--- config.mk ---
export PLATFORM = sky130hd
export DESIGN_NAME = input_debounce
export DESIGN_NICKNAME = d
export VERILOG_FILES = /design/src/rtl/input_debounce.sv
export SDC_FILE = /design/constraint.sdc
export NUM_CORES = 1
export LEC_CHECK = 0
export ABC_AREA = 1
export BUFFER_PORTS_ARGS = -buffer_cell sky130_fd_sc_hd__buf_2
export CAP_MARGIN = 40
export CELL_PAD_IN_SITES_DETAIL_PLACEMENT = 0
export CELL_PAD_IN_SITES_GLOBAL_PLACEMENT = 1
export CORE_UTILIZATION = 50
export DETAILED_ROUTE_END_ITERATION = 10
export MAX_ROUTING_LAYER = met4
export PLACE_DENSITY_LB_ADDON = 0.1
export REMOVE_ABC_BUFFERS = 1
export SETUP_SLACK_MARGIN = 0.4
export SLEW_MARGIN = 20
export SYNTH_ARGS = -nofsm -noshare
export SYNTH_HDL_FRONTEND = slang
export SYNTH_SLANG_ARGS = --single-unit
export TNS_END_PERCENT = 100
--- constraint.sdc ---
create_clock -name clk -period 2.32 [get_ports clk]
set_input_delay 0.464 -clock clk [delete_from_list [all_inputs] [get_ports clk]]
set_output_delay 0.464 -clock clk [all_outputs]
set_load 0.005 [all_outputs]
--- src/rtl/input_debounce.sv ---
`timescale 1ns/1ps
// Nine-channel pad debouncer with a 2-flop synchronizer, a per-bit stability counter and sticky press-event flags.
// Latency: 2 + DEBOUNCE_COUNT clk cycles from a raw_in change to state_out, with the input held stable.
// Backpressure: none; event_clear is a write-1-to-clear strobe sampled every cycle. Events exist only with ATARI_INPUT_EVENT_EN.
module input_debounce #(
    parameter int DEBOUNCE_COUNT = 27000
) (
    input  logic       clk,
    input  logic       reset_n,
    input  logic [8:0] raw_in,
    output logic [8:0] state_out,
    output logic [8:0] event_out,
    input  logic [8:0] event_clear,
    output logic       any_event
);

    // Terminal count: a change is accepted on the edge where the counter already shows DEBOUNCE_COUNT-1.
    localparam logic [15:0] LAST = 16'(DEBOUNCE_COUNT - 1);

    logic [8:0]  sync_meta;
    logic [8:0]  sync_raw;
    logic [8:0]  sync_pressed;
    logic [8:0]  state_nxt;
    logic [15:0] cnt     [0:8];
    logic [15:0] cnt_nxt [0:8];

    // Pads are active-low; synchronizer flops rest at 1 (released).
    always_ff @(posedge clk or negedge reset_n) begin
        if (!reset_n) begin
            sync_meta <= '1;
            sync_raw  <= '1;
        end else begin
            sync_meta <= raw_in;
            sync_raw  <= sync_meta;
        end
    end

    assign sync_pressed = ~sync_raw;

    // Per-bit stability counting: any agreement with state_out restarts the count, so glitches are discarded.
    always_comb begin
        state_nxt = state_out;
        for (int i = 0; i < 9; i++) begin
            cnt_nxt[i] = '0;
            if (sync_pressed[i] != state_out[i]) begin
                if (cnt[i] == LAST) begin
                    state_nxt[i] = sync_pressed[i];
                end else begin
                    cnt_nxt[i] = cnt[i] + 16'd1;
                end
            end
        end
    end

    // Counter and debounced state registers; reset discards any partial count.
    always_ff @(posedge clk or negedge reset_n) begin
        if (!reset_n) begin
            for (int i = 0; i < 9; i++) begin
                cnt[i] <= '0;
            end
            state_out <= '0;
        end else begin
            for (int i = 0; i < 9; i++) begin
                cnt[i] <= cnt_nxt[i];
            end
            state_out <= state_nxt;
        end
    end

`ifdef ATARI_INPUT_EVENT_EN
    logic [8:0] press_rise;

    assign press_rise = state_nxt & ~state_out;

    // Sticky press flags: a new press wins over a coincident clear; releases never set a flag.
    always_ff @(posedge clk or negedge reset_n) begin
        if (!reset_n) begin
            event_out <= '0;
        end else begin
            event_out <= (event_out & ~event_clear) | press_rise;
        end
    end

    assign any_event = |event_out;
`else
    // Event logic compiled out: outputs tied low and the clear strobe is ignored.
    logic unused_event_clear;

    assign unused_event_clear = ^event_clear;
    assign event_out          = '0;
    assign any_event          = 1'b0;
`endif

endmodule

# ---- Word level (Yosys, flattened, before mapping)
# Index checks and enable logic that the tools add are counted.
dict set report op_classes {
  n_div 0
  n_mux 18
  shift 0
  order_cmp 0
  bitwise_logic 1
  eq_ne 18
  reduce_logical 9
  n_mul 0
  addsub 9
}
# operator count
set op_table {}
lappend op_table {{$mux 16} 18}
lappend op_table {{$add 16x1->16 const B} 9}
lappend op_table {{$eq 16x15->1 const B} 9}
lappend op_table {{$reduce_and 2->1} 9}
lappend op_table {{$ne 1x1->1} 9}
lappend op_table {{$not 9->9} 1}
dict set report totals {
  register_bits 171
  ram_bits 0
  mem_bits_ro 0
  in_bits 20
  latch_bits 0
  out_inout_bits 19
  mem_count 0
}

# ---- Logic depth before layout (Yosys ltp)
dict set report depth {
  depth_word 3
  ltp_mapped 8
}

# ---- Worst setup path after synthesis
# OpenSTA, ideal clock, no wires.
dict set report synth_path {
  path_kind {reg2reg}
  start {register cnt[112] (netlist name)}
  end {register cnt[123] (netlist name)}
  setup_time_ps 78
  path_stages_with_launch 9
  period_less_slack_ps 1258
  path_buffers 0
  t_arrival_ps 1181
  path_slack_ps 1062
  cell_sequence {dfrtp_1 -> ha_1 -> nand2_1 -> inv_1 -> nand2_1 -> nor2_1 -> nand2_1 -> nand2_2 -> a21oi_1}
}
# item line
set synth_rtl {}
lappend synth_rtl {{start: declaration} 24} ;# logic [15:0] cnt [0:8];
lappend synth_rtl {{start signal: indexed assignment} 64} ;# cnt[i] <= cnt_nxt[i];

==> reports/results.md <==
* finished, final reports clean — result of the run
* 4 — 1st-pass router iterations
* 8940 µm² — post-synthesis instance area
* 6919 — via total after detailed routing
* 8.12 ps — worst setup skew after layout
* sky130_fd_sc_hd__clkbuf_16 — root buffer cell
* 69 — maximum number of pins on one net before global-route repair
* 4.96 — average vias per placed instance
* 0 — number of antenna violations at the first check in global routing
* 0.213 — overall global routing resource usage
* 17000 µm — final wirelength
* 0 — hold buffers post-CTS
* 0 — reported max-cap violation count
* 1 — Buf+Inv Stages, Crit Path
* 4.41 nW — Leakage
* 2 — buffer levels on the longest clock path
* 17 — clock buffers created by TritonCTS
* 844 ps — setup slack after placement
* 60 ps — clock-pin slew of the registers on the worst-case setup and hold paths
* cnt[0] — Reg2Reg Launch Point
* 589 ps — worst slew pin tran
* 0 — CTS-repair resized insts
* 830 ps — worst reg-to-reg setup slack
* 1116 — cell count after synthesis
* 7 — peak fanout along the critical path
* 1490 ps — minimum clock period
* 288 — 1st-iter DRT viols
* 0 — number of hold-slack violations in the final timing report
* 0.644 — Period Utilization, post-route
* 11.7% — Area Overhead vs Synth
* 19 — quantity of I/O buffers inserted on ports
* 0.481 — share of the yosys chip area belonging to registers
* 0 — final-report setup violation count
* cnt[8] — capturing point of the worst reg2reg path
* 48 — standard-cell rows
* 4170 µm² — area used by multi-input combinational logic
* 30500 µm — wire length of the first global-routing pass
* 6667 — via count of the first global-routing pass
* 0 — total overflow reported by the global router
* 0.576 — Post-Route Utilization
* 17400 µm² — Std-Cell Core Area
* 4300 µm² — Reg area
* input port to asynchronous set/reset pin — path category of the worst min-delay check
* 0 — Final Max Slew Viols
* sky130_fd_sc_hd__dfrtp_1 — critical-path cell with the highest stage delay
* 0 — Residual DRC
* 8.01 µm² — mean instance size in the synthesized netlist
* 1800 ps — Worst EP arrival
* 420 ps — insertion delay to the later sink of the worst-skew pair
* 171 — Synth Register Bits
* 4 — CTS H-tree lvls
* 2630 ps — Data required, critical path
* 0.515 — starting utilization of the core area
* 1641 — fill count
* 635 nW/µm² — ratio of total power to cell area
* 0 — antenna viol nets, final
* no — RSZ-0062 raised after global routing
* 0.607 — worst relative slew slack
* 8 — R2R depth
* 0 — number of antenna diodes
* 482 µV — Max rail drop VDD
* 136 µm — width of the die
* 400 ps — maximum cell stage delay along the critical path
* 0 ps — post-route setup TNS
* 0 — Post-CTS Setup Repair Bufs
* flop — startpoint kind of the worst setup timing path
* 1187 — number of nets in the layout
* 136 µm — Die Span Y
* 0.124 — fraction of layout instances using a drive strength above 1
* ha_1 -> nand2_1 -> inv_1 -> nand2_1 -> nor2_1 -> nand2_1 -> nand2_2 -> nor2_1 — crit-path cells
* 12.2 µm — WL per Instance
* 27 — Distinct cells, synth
* 670 MHz — highest achievable clock rate
* 826 ps — min setup slack post-route
* 18400 µm² — die area
* sky130_fd_sc_hd__nand2_1 — CP most frequent cell
* 39 — Top Ports
* 0 — YS warnings
* done — clock tree from TritonCTS
* 171 — clock tree sinks
* 12200 µm — Detail Placement HPWL
* simple AND/OR/NAND/NOR gates — delay-heaviest family, CP
* flop — Worst Setup End Kind
* flop to flop — Setup CP Type
* 0.833 — routability cong.
[power by group]
group          internal, mW  switching, mW  total (mW)
Combinational        0.0734          0.155       0.229
Clock                  1.84           1.17        3.01
Sequential             3.05         0.0532        3.10
[cells in the mapped netlist]
master	count	area share
sky130_fd_sc_hd__nor2_1	276	0.12
sky130_fd_sc_hd__nand2_1	232	0.097
sky130_fd_sc_hd__dfrtp_1	153	0.43
sky130_fd_sc_hd__inv_1	113	0.047
sky130_fd_sc_hd__nand4_1	49	0.034
sky130_fd_sc_hd__nand3_1	44	0.025
sky130_fd_sc_hd__xor2_1	34	0.033
sky130_fd_sc_hd__nand2_2	29	0.020
sky130_fd_sc_hd__a31oi_1	18	0.013
sky130_fd_sc_hd__dfstp_2	18	0.053
sky130_fd_sc_hd__xnor2_1	18	0.018
sky130_fd_sc_hd__o21bai_1	17	0.014
sky130_fd_sc_hd__nor2_2	15	0.010
sky130_fd_sc_hd__nor3_1	15	0.0084
sky130_fd_sc_hd__o21ai_1	13	0.0073
sky130_fd_sc_hd__nor2_4	11	0.014
sky130_fd_sc_hd__buf_4	10	0.0084
sky130_fd_sc_hd__ha_1	9	0.013
sky130_fd_sc_hd__nand3b_1	8	0.0067
sky130_fd_sc_hd__o21ai_0	8	0.0045
sky130_fd_sc_hd__xnor2_2	8	0.015
sky130_fd_sc_hd__a21oi_1	7	0.0039
sky130_fd_sc_hd__nand3_2	7	0.0078
sky130_fd_sc_hd__clkinv_1	1	0.00042
sky130_fd_sc_hd__conb_1	1	0.00042
sky130_fd_sc_hd__inv_2	1	0.00042
sky130_fd_sc_hd__nor3b_2	1	0.0014
[worst max path at each step]
| stage | slack [ps] | end | cells past startpoint | start |
|---|---|---|---|---|
| 5_1_grt | 660 | cnt[120] | 8 | cnt[112] |
| 2_1_floorplan | 1060 | cnt[123] | 8 | cnt[112] |
| 6_report | 830 | cnt[8] | 8 | cnt[0] |
| 4_1_cts | 810 | cnt[8] | 8 | cnt[0] |
| 3_5_place_dp | 840 | cnt[8] | 8 | cnt[0] |
| 3_3_place_gp | 830 | cnt[85] | 8 | cnt[80] |
[stage by stage]
| step | hold slack, ps | instance area [µm²] | power [mW] | cells |
|---|---|---|---|---|
| after global routing | 79.4 | 9990 | 6.60 | 1396 |
| after detailed placement | 347 | 9360 | 3.39 | 1364 |
| after floorplan | 168 | 8900 | 3.26 | 1115 |
| after CTS | 55.6 | 9990 | 6.43 | 1396 |
| after global placement | 346 | 9360 | 3.39 | 1364 |
| final | 30.5 | 9990 | 6.34 | 1396 |
[sequential cells by signal, indices dropped and copies added, names as in the netlist]
signal     cells
cnt          144
sync_meta      9
state_out      9
sync_raw       9
[routing by layer]
metal / vias to the layer above / GRT usage / part of all wire
met5: - / - / 0
met2: 64 / 0.338 / 0.46
met3: 13 / 0.0385 / 0.025
li1: 3612 / - / -
met4: 0 / 0.0581 / 0.0095
met1: 3230 / 0.279 / 0.50
[cell type report]
class                      count  share of cell area
clock buffer                  19              0.0443
timing repair buffer          24              0.0179
sequential                   171               0.431
tap                          225              0.0282
multi-input combinational    829               0.417
clock inverter                13              0.0187
inverter                     115              0.0432
[logic make-up (layout without fill, tap and decap cells)]
group | after synthesis | count (layout) | share of synthesized area
other | 1 | 10 | 0.000419
XOR/XNOR | 60 | 60 | 0.0655
buffers and inverters | 125 | 171 | 0.0567
AND/OR/NAND/NOR | 687 | 687 | 0.341
AO/OA/AOI/OAI | 63 | 63 | 0.0425
flip-flops | 171 | 171 | 0.481
adder cells (fa/ha/maj) | 9 | 9 | 0.0126
[cell usage in the layout, fill, tap and decap left out, types with 17 or more instances in the layout]
| cell type | synthesis | layout |
|---|---|---|
| sky130_fd_sc_hd__nand2_2 | 29 | 29 |
| sky130_fd_sc_hd__dfstp_2 | 18 | 18 |
| sky130_fd_sc_hd__inv_1 | 113 | 113 |
| sky130_fd_sc_hd__nand2_1 | 232 | 232 |
| sky130_fd_sc_hd__o21bai_1 | 17 | 17 |
| sky130_fd_sc_hd__nand3_1 | 44 | 44 |
| sky130_fd_sc_hd__nand4_1 | 49 | 49 |
| sky130_fd_sc_hd__xor2_1 | 34 | 34 |
| sky130_fd_sc_hd__dfrtp_1 | 153 | 153 |
| sky130_fd_sc_hd__a31oi_1 | 18 | 18 |
| sky130_fd_sc_hd__buf_2 | 0 | 18 |
| sky130_fd_sc_hd__clkbuf_16 | 0 | 17 |
| sky130_fd_sc_hd__xnor2_1 | 18 | 18 |
| sky130_fd_sc_hd__nor2_1 | 276 | 276 |
Note: power is estimated with default switching activity, not from simulation.
